===== config.mk =====
export PLATFORM = sky130hd
export DESIGN_NAME = transition_window_accum_flat
export DESIGN_NICKNAME = d
export VERILOG_FILES = /design/src/rtl/transition_window_accum_pkg.sv /design/src/rtl/transition_window_accum_if.sv /design/src/rtl/transition_window_accum_minmax.sv /design/src/rtl/transition_window_accum.sv /design/src/flat_wrapper.sv
export SDC_FILE = /design/constraint.sdc
export NUM_CORES = 1
export LEC_CHECK = 0
export BUFFER_PORTS_ARGS = -buffer_cell sky130_fd_sc_hd__buf_2
export CORE_ASPECT_RATIO = 1.75
export CORE_MARGIN = 4
export CORE_UTILIZATION = 35
export CTS_BUF_LIST = sky130_fd_sc_hd__clkbuf_8
export DETAILED_ROUTE_END_ITERATION = 8
export GPL_TIMING_DRIVEN = 0
export PLACE_DENSITY = 0.59
export SYNTH_ARGS = -nofsm -noshare
export SYNTH_HDL_FRONTEND = slang
export SYNTH_SLANG_ARGS = --single-unit

===== constraint.sdc =====
create_clock -name clk -period 6.6 [get_ports clk]
set_input_delay 1.65 -clock clk [delete_from_list [all_inputs] [get_ports clk]]
set_output_delay 1.65 -clock clk [all_outputs]
set_load 0.01 [all_outputs]

===== src/rtl/transition_window_accum_pkg.sv =====
// rtl/transition_window_accum_pkg.sv - shared types and width helpers for the transition window accumulator
package qtt_pkg;

  typedef enum logic [1:0] {
    IDLE  = 2'd0,
    LOAD  = 2'd1,
    ACCUM = 2'd2
  } state_e;

  // Accumulator width: one per-word count field plus enough bits for the window length.
  function automatic int sum_width(input int word_size, input int win_w);
    return $clog2(word_size) + win_w;
  endfunction

endpackage


===== src/rtl/transition_window_accum_if.sv =====
// rtl/transition_window_accum_if.sv - control, count stream and result bundle; out_min/out_max under QTT_WINDOW_MINMAX_EN
interface transition_window_accum_if #(
  parameter int WORD_SIZE = 64,
  parameter int WIN_W     = 16
) ();
  import qtt_pkg::*;

  localparam int CNT_W = $clog2(WORD_SIZE);
  localparam int SUM_W = sum_width(WORD_SIZE, WIN_W);

  logic             enable;
  logic [WIN_W-1:0] win_len;
  logic [SUM_W-1:0] threshold;
  logic             in_valid;
  logic [CNT_W-1:0] in_count;
  logic             out_valid;
  logic             out_ready;
  logic [SUM_W-1:0] out_sum;
  logic             out_over;
  logic             drop;
  logic             busy;
`ifdef QTT_WINDOW_MINMAX_EN
  logic [CNT_W-1:0] out_min;
  logic [CNT_W-1:0] out_max;
`endif

  modport master (
    output enable, win_len, threshold, in_valid, in_count, out_ready,
    input  out_valid, out_sum, out_over, drop, busy
`ifdef QTT_WINDOW_MINMAX_EN
    , input out_min, out_max
`endif
  );

  modport slave (
    input  enable, win_len, threshold, in_valid, in_count, out_ready,
    output out_valid, out_sum, out_over, drop, busy
`ifdef QTT_WINDOW_MINMAX_EN
    , output out_min, out_max
`endif
  );

endinterface


===== src/rtl/transition_window_accum_minmax.sv =====
// rtl/transition_window_accum_minmax.sv - per-window min/max of in_count, used under QTT_WINDOW_MINMAX_EN
module tw_minmax #(
  parameter int CNT_W = 6
) (
  input  logic             clk,
  input  logic             rst_n,
  input  logic             clr_i,
  input  logic             accept_i,
  input  logic             complete_i,
  input  logic             take_i,
  input  logic [CNT_W-1:0] count_i,
  output logic [CNT_W-1:0] out_min_o,
  output logic [CNT_W-1:0] out_max_o
);

  logic [CNT_W-1:0] run_min_q, run_min_d, run_max_q, run_max_d;
  logic [CNT_W-1:0] min_q, min_d, max_q, max_d;
  logic [CNT_W-1:0] word_min, word_max;

  assign word_min = (count_i < run_min_q) ? count_i : run_min_q;
  assign word_max = (count_i > run_max_q) ? count_i : run_max_q;

  // Running extremes restart at each window; reported pair follows the sum register.
  always_comb begin
    run_min_d = run_min_q;
    run_max_d = run_max_q;
    min_d     = min_q;
    max_d     = max_q;
    if (clr_i) begin
      run_min_d = '1;
      run_max_d = '0;
    end
    if (accept_i) begin
      if (complete_i) begin
        run_min_d = '1;
        run_max_d = '0;
        if (take_i) begin
          min_d = word_min;
          max_d = word_max;
        end
      end else begin
        run_min_d = word_min;
        run_max_d = word_max;
      end
    end
  end

  // State registers.
  always_ff @(posedge clk or negedge rst_n) begin
    if (!rst_n) begin
      run_min_q <= '1;
      run_max_q <= '0;
      min_q     <= '1;
      max_q     <= '0;
    end else begin
      run_min_q <= run_min_d;
      run_max_q <= run_max_d;
      min_q     <= min_d;
      max_q     <= max_d;
    end
  end

  assign out_min_o = min_q;
  assign out_max_o = max_q;

endmodule


===== src/rtl/transition_window_accum.sv =====
// rtl/transition_window_accum.sv - windowed sign-change sum with threshold flag; QTT_WINDOW_MINMAX_EN adds min/max
module transition_window_accum
  import qtt_pkg::*;
#(
  parameter int WORD_SIZE = 64,
  parameter int WIN_W     = 16
) (
  input logic                     clk,
  input logic                     rst_n,
  transition_window_accum_if.slave bus
);

  localparam int CNT_W = $clog2(WORD_SIZE);
  localparam int SUM_W = sum_width(WORD_SIZE, WIN_W);

  state_e           state_q, state_d;
  logic [WIN_W-1:0] win_q, win_d, rem_q, rem_d;
  logic [SUM_W-1:0] thr_q, thr_d, acc_q, acc_d, sum_q, sum_d;
  logic             valid_q, valid_d, over_q, over_d, drop_q, drop_d;
  logic             busy;

  logic [WIN_W-1:0] win_eff;
  logic [SUM_W-1:0] acc_sum;
  logic             accept, last_word, complete, take;

  assign win_eff   = (bus.win_len == '0) ? WIN_W'(1) : bus.win_len;
  assign acc_sum   = acc_q + SUM_W'(bus.in_count);
  assign accept    = (state_q == ACCUM) && bus.in_valid;
  assign last_word = (rem_q == WIN_W'(1));
  assign complete  = accept && last_word;
  // A finished window is only taken if the output slot is free or being emptied now.
  assign take      = complete && (!valid_q || bus.out_ready);

  // FSM state register.
  always_ff @(posedge clk or negedge rst_n) begin
    if (!rst_n) state_q <= IDLE;
    else        state_q <= state_d;
  end

  // FSM next state: enable low returns to IDLE from anywhere.
  always_comb begin
    state_d = state_q;
    case (state_q)
      IDLE:    if (bus.enable) state_d = LOAD;
      LOAD:    state_d = bus.enable ? ACCUM : IDLE;
      ACCUM:   if (!bus.enable) state_d = IDLE;
      default: state_d = IDLE;
    endcase
  end

  // FSM outputs.
  always_comb begin
    busy = (state_q != IDLE);
  end

  // Datapath next state: window setup, accumulation, result slot and drop flag.
  always_comb begin
    win_d   = win_q;
    rem_d   = rem_q;
    thr_d   = thr_q;
    acc_d   = acc_q;
    sum_d   = sum_q;
    over_d  = over_q;
    valid_d = valid_q;
    drop_d  = drop_q;
    if (state_q == IDLE && bus.enable) drop_d = 1'b0;
    if (state_q == LOAD) begin
      win_d = win_eff;
      rem_d = win_eff;
      thr_d = bus.threshold;
      acc_d = '0;
    end
    if (valid_q && bus.out_ready) valid_d = 1'b0;
    if (accept) begin
      if (last_word) begin
        acc_d = '0;
        rem_d = win_q;
        if (take) begin
          sum_d   = acc_sum;
          over_d  = (acc_sum > thr_q);
          valid_d = 1'b1;
        end else begin
          drop_d = 1'b1;
        end
      end else begin
        acc_d = acc_sum;
        rem_d = rem_q - WIN_W'(1);
      end
    end
  end

  // Datapath registers.
  always_ff @(posedge clk or negedge rst_n) begin
    if (!rst_n) begin
      win_q   <= '0;
      rem_q   <= '0;
      thr_q   <= '0;
      acc_q   <= '0;
      sum_q   <= '0;
      over_q  <= 1'b0;
      valid_q <= 1'b0;
      drop_q  <= 1'b0;
    end else begin
      win_q   <= win_d;
      rem_q   <= rem_d;
      thr_q   <= thr_d;
      acc_q   <= acc_d;
      sum_q   <= sum_d;
      over_q  <= over_d;
      valid_q <= valid_d;
      drop_q  <= drop_d;
    end
  end

  assign bus.out_valid = valid_q;
  assign bus.out_sum   = sum_q;
  assign bus.out_over  = over_q;
  assign bus.drop      = drop_q;
  assign bus.busy      = busy;

`ifdef QTT_WINDOW_MINMAX_EN
  tw_minmax #(.CNT_W(CNT_W)) u_minmax (
    .clk        (clk),
    .rst_n      (rst_n),
    .clr_i      (state_q == LOAD),
    .accept_i   (accept),
    .complete_i (complete),
    .take_i     (take),
    .count_i    (bus.in_count),
    .out_min_o  (bus.out_min),
    .out_max_o  (bus.out_max)
  );
`endif

endmodule


===== src/flat_wrapper.sv =====
// flat-port wrapper written by rule: the top's interface ports become plain ports
module transition_window_accum_flat import qtt_pkg::*;
#(
  parameter int WORD_SIZE = 64,
  parameter int WIN_W     = 16
)
  (clk, rst_n, bus_enable, bus_win_len, bus_threshold, bus_in_valid, bus_in_count, bus_out_ready, bus_out_valid, bus_out_sum, bus_out_over, bus_drop, bus_busy);
  transition_window_accum_if #(.WORD_SIZE(WORD_SIZE), .WIN_W(WIN_W)) bus_i ();
  input logic clk;
  input logic rst_n;
  input wire logic [$bits(bus_i.enable)-1:0] bus_enable;
  input wire logic [$bits(bus_i.win_len)-1:0] bus_win_len;
  input wire logic [$bits(bus_i.threshold)-1:0] bus_threshold;
  input wire logic [$bits(bus_i.in_valid)-1:0] bus_in_valid;
  input wire logic [$bits(bus_i.in_count)-1:0] bus_in_count;
  input wire logic [$bits(bus_i.out_ready)-1:0] bus_out_ready;
  output wire logic [$bits(bus_i.out_valid)-1:0] bus_out_valid;
  output wire logic [$bits(bus_i.out_sum)-1:0] bus_out_sum;
  output wire logic [$bits(bus_i.out_over)-1:0] bus_out_over;
  output wire logic [$bits(bus_i.drop)-1:0] bus_drop;
  output wire logic [$bits(bus_i.busy)-1:0] bus_busy;
  assign bus_i.enable = bus_enable;
  assign bus_i.win_len = bus_win_len;
  assign bus_i.threshold = bus_threshold;
  assign bus_i.in_valid = bus_in_valid;
  assign bus_i.in_count = bus_in_count;
  assign bus_i.out_ready = bus_out_ready;
  assign bus_out_valid = bus_i.out_valid;
  assign bus_out_sum = bus_i.out_sum;
  assign bus_out_over = bus_i.out_over;
  assign bus_drop = bus_i.drop;
  assign bus_busy = bus_i.busy;
  transition_window_accum #(.WORD_SIZE(WORD_SIZE), .WIN_W(WIN_W)) u_core (.clk(clk), .rst_n(rst_n), .bus(bus_i));
endmodule

==> results.txt <==
----------------------------------------------------
[Placement]
  HPWL after detailed placement ... 12900 um
  Final weighted congestion in routability-driven placement ... 0.855
  Quantity of I/O buffers inserted on ports ... 74
  Worst slack after detailed placement ... 1.26 ns

[STA]
  Worst-margin pin slew ... 0.878 ns
  Fin Setup TNS ... 0 ns
  FMAX ... 202 MHz
  Final clock period utilization by the worst path ... 0.752
  Final Max Tran Viols ... 0
  Worst relative slew slack ... 0.407
  Post-route minimum period ... 4.96 ns
  Final setup violating endpoints ... 0
  Final worst-path setup slack ... 1.64 ns
  Clock skew after layout ... 0.0105 ns
  Final hold vios ... 0
  Setup repair after global routing missed its margin ... no

[Status]
  Result of the run ... finished clean

[Global routing]
  Met2 Track Usage GR ... 0.351
  GR Layer Usage met1 ... 0.192
  Number of antenna violations at the first check in global routing ... 0
  Number of global-route vias before repair ... 5220
  Global-route track usage on met3 ... 0.0241
  Maximum number of pins on one net before global-route repair ... 63
  GRT Resource Usage Total ... 0.181
  Residual overflow from global routing ... 0
  Global routing's busiest layer ... met2
  Wire length of the first global-routing pass ... 26900 um

[Clock tree]
  Clock insertion delay at the later pin of the skew report ... 0.38 ns
  Count of buffers added by post-CTS timing repair for setup ... 0
  Maximum number of buffers from clock root to sink ... 2
  CTS HTree Levels ... 3
  Number of buffers inserted during clock tree synthesis ... 9
  CTS hold repair buffers ... 0
  TritonCTS clock tree ... built
  Clock-pin slew of the registers on the worst-case setup and hold paths ... 0.10 ns
  CTS-repair resized insts ... 0
  Root Buffer ... sky130_fd_sc_hd__clkbuf_8
  Number of clock sinks ... 103

[Synth]
  Synthesized Nets ... 699
  Top area cells in the synthesized netlist ... sky130_fd_sc_hd__dfrtp_1, sky130_fd_sc_hd__ha_1, sky130_fd_sc_hd__nand2_1
  Area share of the leading cell type in the synthesized netlist ... 0.442
  Post-Syn Instances ... 619
  Leading area contributor after synthesis ... sky130_fd_sc_hd__dfrtp_1
  Number of storage elements in the synthesis netlist ... 103
  Post-Syn Area ... 0.00583 mm2
  Seq/Total Area, Yosys ... 0.442
  Number of distinct library cells after synthesis ... 69
  Number of flops mapped to enable cells by yosys ... 0
  Main flop type after synthesis ... sky130_fd_sc_hd__dfrtp_1
  Count of warnings emitted by yosys ... 0
  Fraction of registers with async set or reset after synthesis ... 1.00
  Post-Syn Area per Cell ... 9.41 um2

[Finish]
  Area of combinational cells with multiple inputs ... 0.00292 mm2
  Commonest cells after routing, fill and taps aside ... sky130_fd_sc_hd__dfrtp_1, sky130_fd_sc_hd__nand2_1, sky130_fd_sc_hd__buf_2
  Layout filler cell count ... 1641
  ANT cells ... 0
  Proportion of layout cells with a drive suffix above 1 ... 0.183
  Most frequent standard cell in the layout excluding fill and tap cells ... sky130_fd_sc_hd__dfrtp_1
  Final #Nets ... 785
  Storage element area ... 0.00258 mm2
  Area growth from synthesis to layout ... 15.2%

[Min path]
  Tightest Hold Check Type ... flip-flop to flip-flop

[Setup path]
  Start-to-end type of the worst setup path ... input port to flip-flop
  Req. time, crit path ... 6.89 ns
  Max FO, Critical Path ... 10
  Kind of end point of the critical path ... flip-flop
  Worst Setup Start Kind ... input port
  Arrival time of data at the critical path endpoint ... 5.25 ns

[Floorplan]
  Number of rows created at floorplan ... 62
  Total die area ... 0.0189 mm2
  Die width ... 106 um
  Die Span Y ... 179 um
  Number of placed I/O pins ... 75
  Core Box Area ... 0.0164 mm2
  Effective utilization at floorplan ... 0.356

[Drt]
  Number of nets with antenna violations after detailed routing ... 0
  Detailed-route via count ... 4933
  Final wirelength ... 16600 um
  DRC Markers ... 0
  WL per Instance ... 17.8 um
  Violation count after the first detailed-routing iteration ... 189
  Via-to-Cell Ratio ... 5.28
  Count of TritonRoute iterations in the first routing pass ... 5

[Power and ir drop]
  Total power divided by cell area ... 258 mW/mm2
  Reported leakage power ... 3.27 nW
  Maximum VDD drop ... 0.109 mV

[Flow run]
  Number of max-cap violations ... 0

----------------------------------------------------
final cells by class:
class                      instances  area share
multi-input combinational        444       0.435
sequential                       103       0.384
timing repair buffer              75      0.0596
tap                              224      0.0418
inverter                          45      0.0252
buffer                            27      0.0240
clock buffer                      10      0.0205
clock inverter                     6      0.0103
state kept, by name, indices dropped and copies added (netlist names):
signal                flops
u_core.bus.drop           1
u_core.bus.out_over       1
u_core.rem_q             16
u_core.acc_q             22
u_core.thr_q             22
u_core.bus.out_valid      1
u_core.bus.out_sum       22
u_core.win_q             16
u_core.state_q            2
report_power, final:
group          switching, mW  internal (mW)  total, mW  leakage (nW)
Combinational          0.296          0.186      0.483          1.84
Sequential            0.0839          0.742      0.826          1.33
Clock                  0.235          0.188      0.423         0.103
Total                  0.615           1.12       1.73          3.27
critical path: stages:
cell and delay [ns]:
sky130_fd_sc_hd__buf_2 0.11, sky130_fd_sc_hd__ha_1 0.39, sky130_fd_sc_hd__nor2_1 0.12, sky130_fd_sc_hd__nor3b_1 0.48, sky130_fd_sc_hd__buf_2 0.32, sky130_fd_sc_hd__nand4_1 0.22
sky130_fd_sc_hd__xnor2_1 0.25, sky130_fd_sc_hd__ha_1 0.33, sky130_fd_sc_hd__nand4_1 0.21, sky130_fd_sc_hd__nor4_1 0.55, sky130_fd_sc_hd__o31a_1 0.31, sky130_fd_sc_hd__nor4_1 0.08
sky130_fd_sc_hd__o31ai_1 0.24
final timing paths:
path	start	endpoint	slack [ns]	depth (start not counted)
max	bus_in_count[5]	u_core.bus.out_over$_DFFE_PN0P_	1.64	13
min	u_core.win_q[6]$_DFFE_PN0P_	u_core.win_q[6]$_DFFE_PN0P_	0.48	2
max reg2reg	u_core.acc_q[5]$_DFFE_PN0P_	u_core.bus.out_over$_DFFE_PN0P_	2.60	12
min reg2reg	u_core.win_q[6]$_DFFE_PN0P_	u_core.win_q[6]$_DFFE_PN0P_	0.48	2
max in group asynchronous	rst_n	u_core.rem_q[6]$_DFFE_PN0P_	4.61	2
min in group asynchronous	rst_n	u_core.bus.out_sum[6]$_DFFE_PN0P_	1.25	1
per-layer routing:
| metal | wire (um) | vias to the layer above |
|---|---|---|
| met5 | 0 | - |
| met4 | 569 | 0 |
| met3 | 463 | 30 |
| met2 | 9440 | 112 |
| met1 | 6130 | 2413 |
| li1 | - | 2378 |
metrics by stage:
step / hold slack (ns) / instances / area (um2) / total power, mW / utilization
floorplan: 0.437 / 619 / 5830 / 1.15 / -
global placement: 0.454 / 917 / 6480 / 1.30 / 0.396
detailed placement: 0.463 / 918 / 6510 / 1.32 / 0.397
CTS: 0.488 / 934 / 6710 / 1.75 / 0.410
global route: 0.516 / 934 / 6710 / 1.86 / 0.410
finish: 0.483 / 934 / 6710 / 1.73 / 0.410
cells by family (layout without fill, tap and decap cells):
kind of cell | Yosys count | count (layout) | synth area share
compound gates | 159 | 159 | 0.179
xor+xnor | 18 | 18 | 0.0271
fa+ha+maj | 31 | 31 | 0.0679
buf+inv | 72 | 163 | 0.0567
flops | 103 | 103 | 0.442
mux | 20 | 20 | 0.0399
simple gates | 216 | 216 | 0.187
synthesized netlist by cell type, types with 3 or more instances:
library cell                count
sky130_fd_sc_hd__mux2_2        14
sky130_fd_sc_hd__o22ai_1        3
sky130_fd_sc_hd__a31oi_1       16
sky130_fd_sc_hd__nor3_1        13
sky130_fd_sc_hd__a2bb2oi_1      6
sky130_fd_sc_hd__mux2_1         4
sky130_fd_sc_hd__nand2_1       94
sky130_fd_sc_hd__xor2_1         6
sky130_fd_sc_hd__inv_1         45
sky130_fd_sc_hd__or2_2          3
sky130_fd_sc_hd__nand4_1       15
sky130_fd_sc_hd__nand3_1       15
sky130_fd_sc_hd__a211oi_1       6
sky130_fd_sc_hd__nor2_1        24
sky130_fd_sc_hd__a22oi_1        3
sky130_fd_sc_hd__nor4_1         8
sky130_fd_sc_hd__o21ai_0       43
sky130_fd_sc_hd__buf_6          7
sky130_fd_sc_hd__ha_1          30
sky130_fd_sc_hd__o211ai_1       3
sky130_fd_sc_hd__and3_1         4
sky130_fd_sc_hd__and2_1         4
sky130_fd_sc_hd__or3_1          7
sky130_fd_sc_hd__a21o_1         8
sky130_fd_sc_hd__clkbuf_1      14
sky130_fd_sc_hd__o21a_1         9
sky130_fd_sc_hd__a22o_1         7
sky130_fd_sc_hd__xnor2_1       12
sky130_fd_sc_hd__nor2b_1        3
sky130_fd_sc_hd__nand2b_1       9
sky130_fd_sc_hd__dfrtp_1      103
sky130_fd_sc_hd__a21oi_1       31
sky130_fd_sc_hd__buf_2          3
Power figures use the tool's default switching activity.
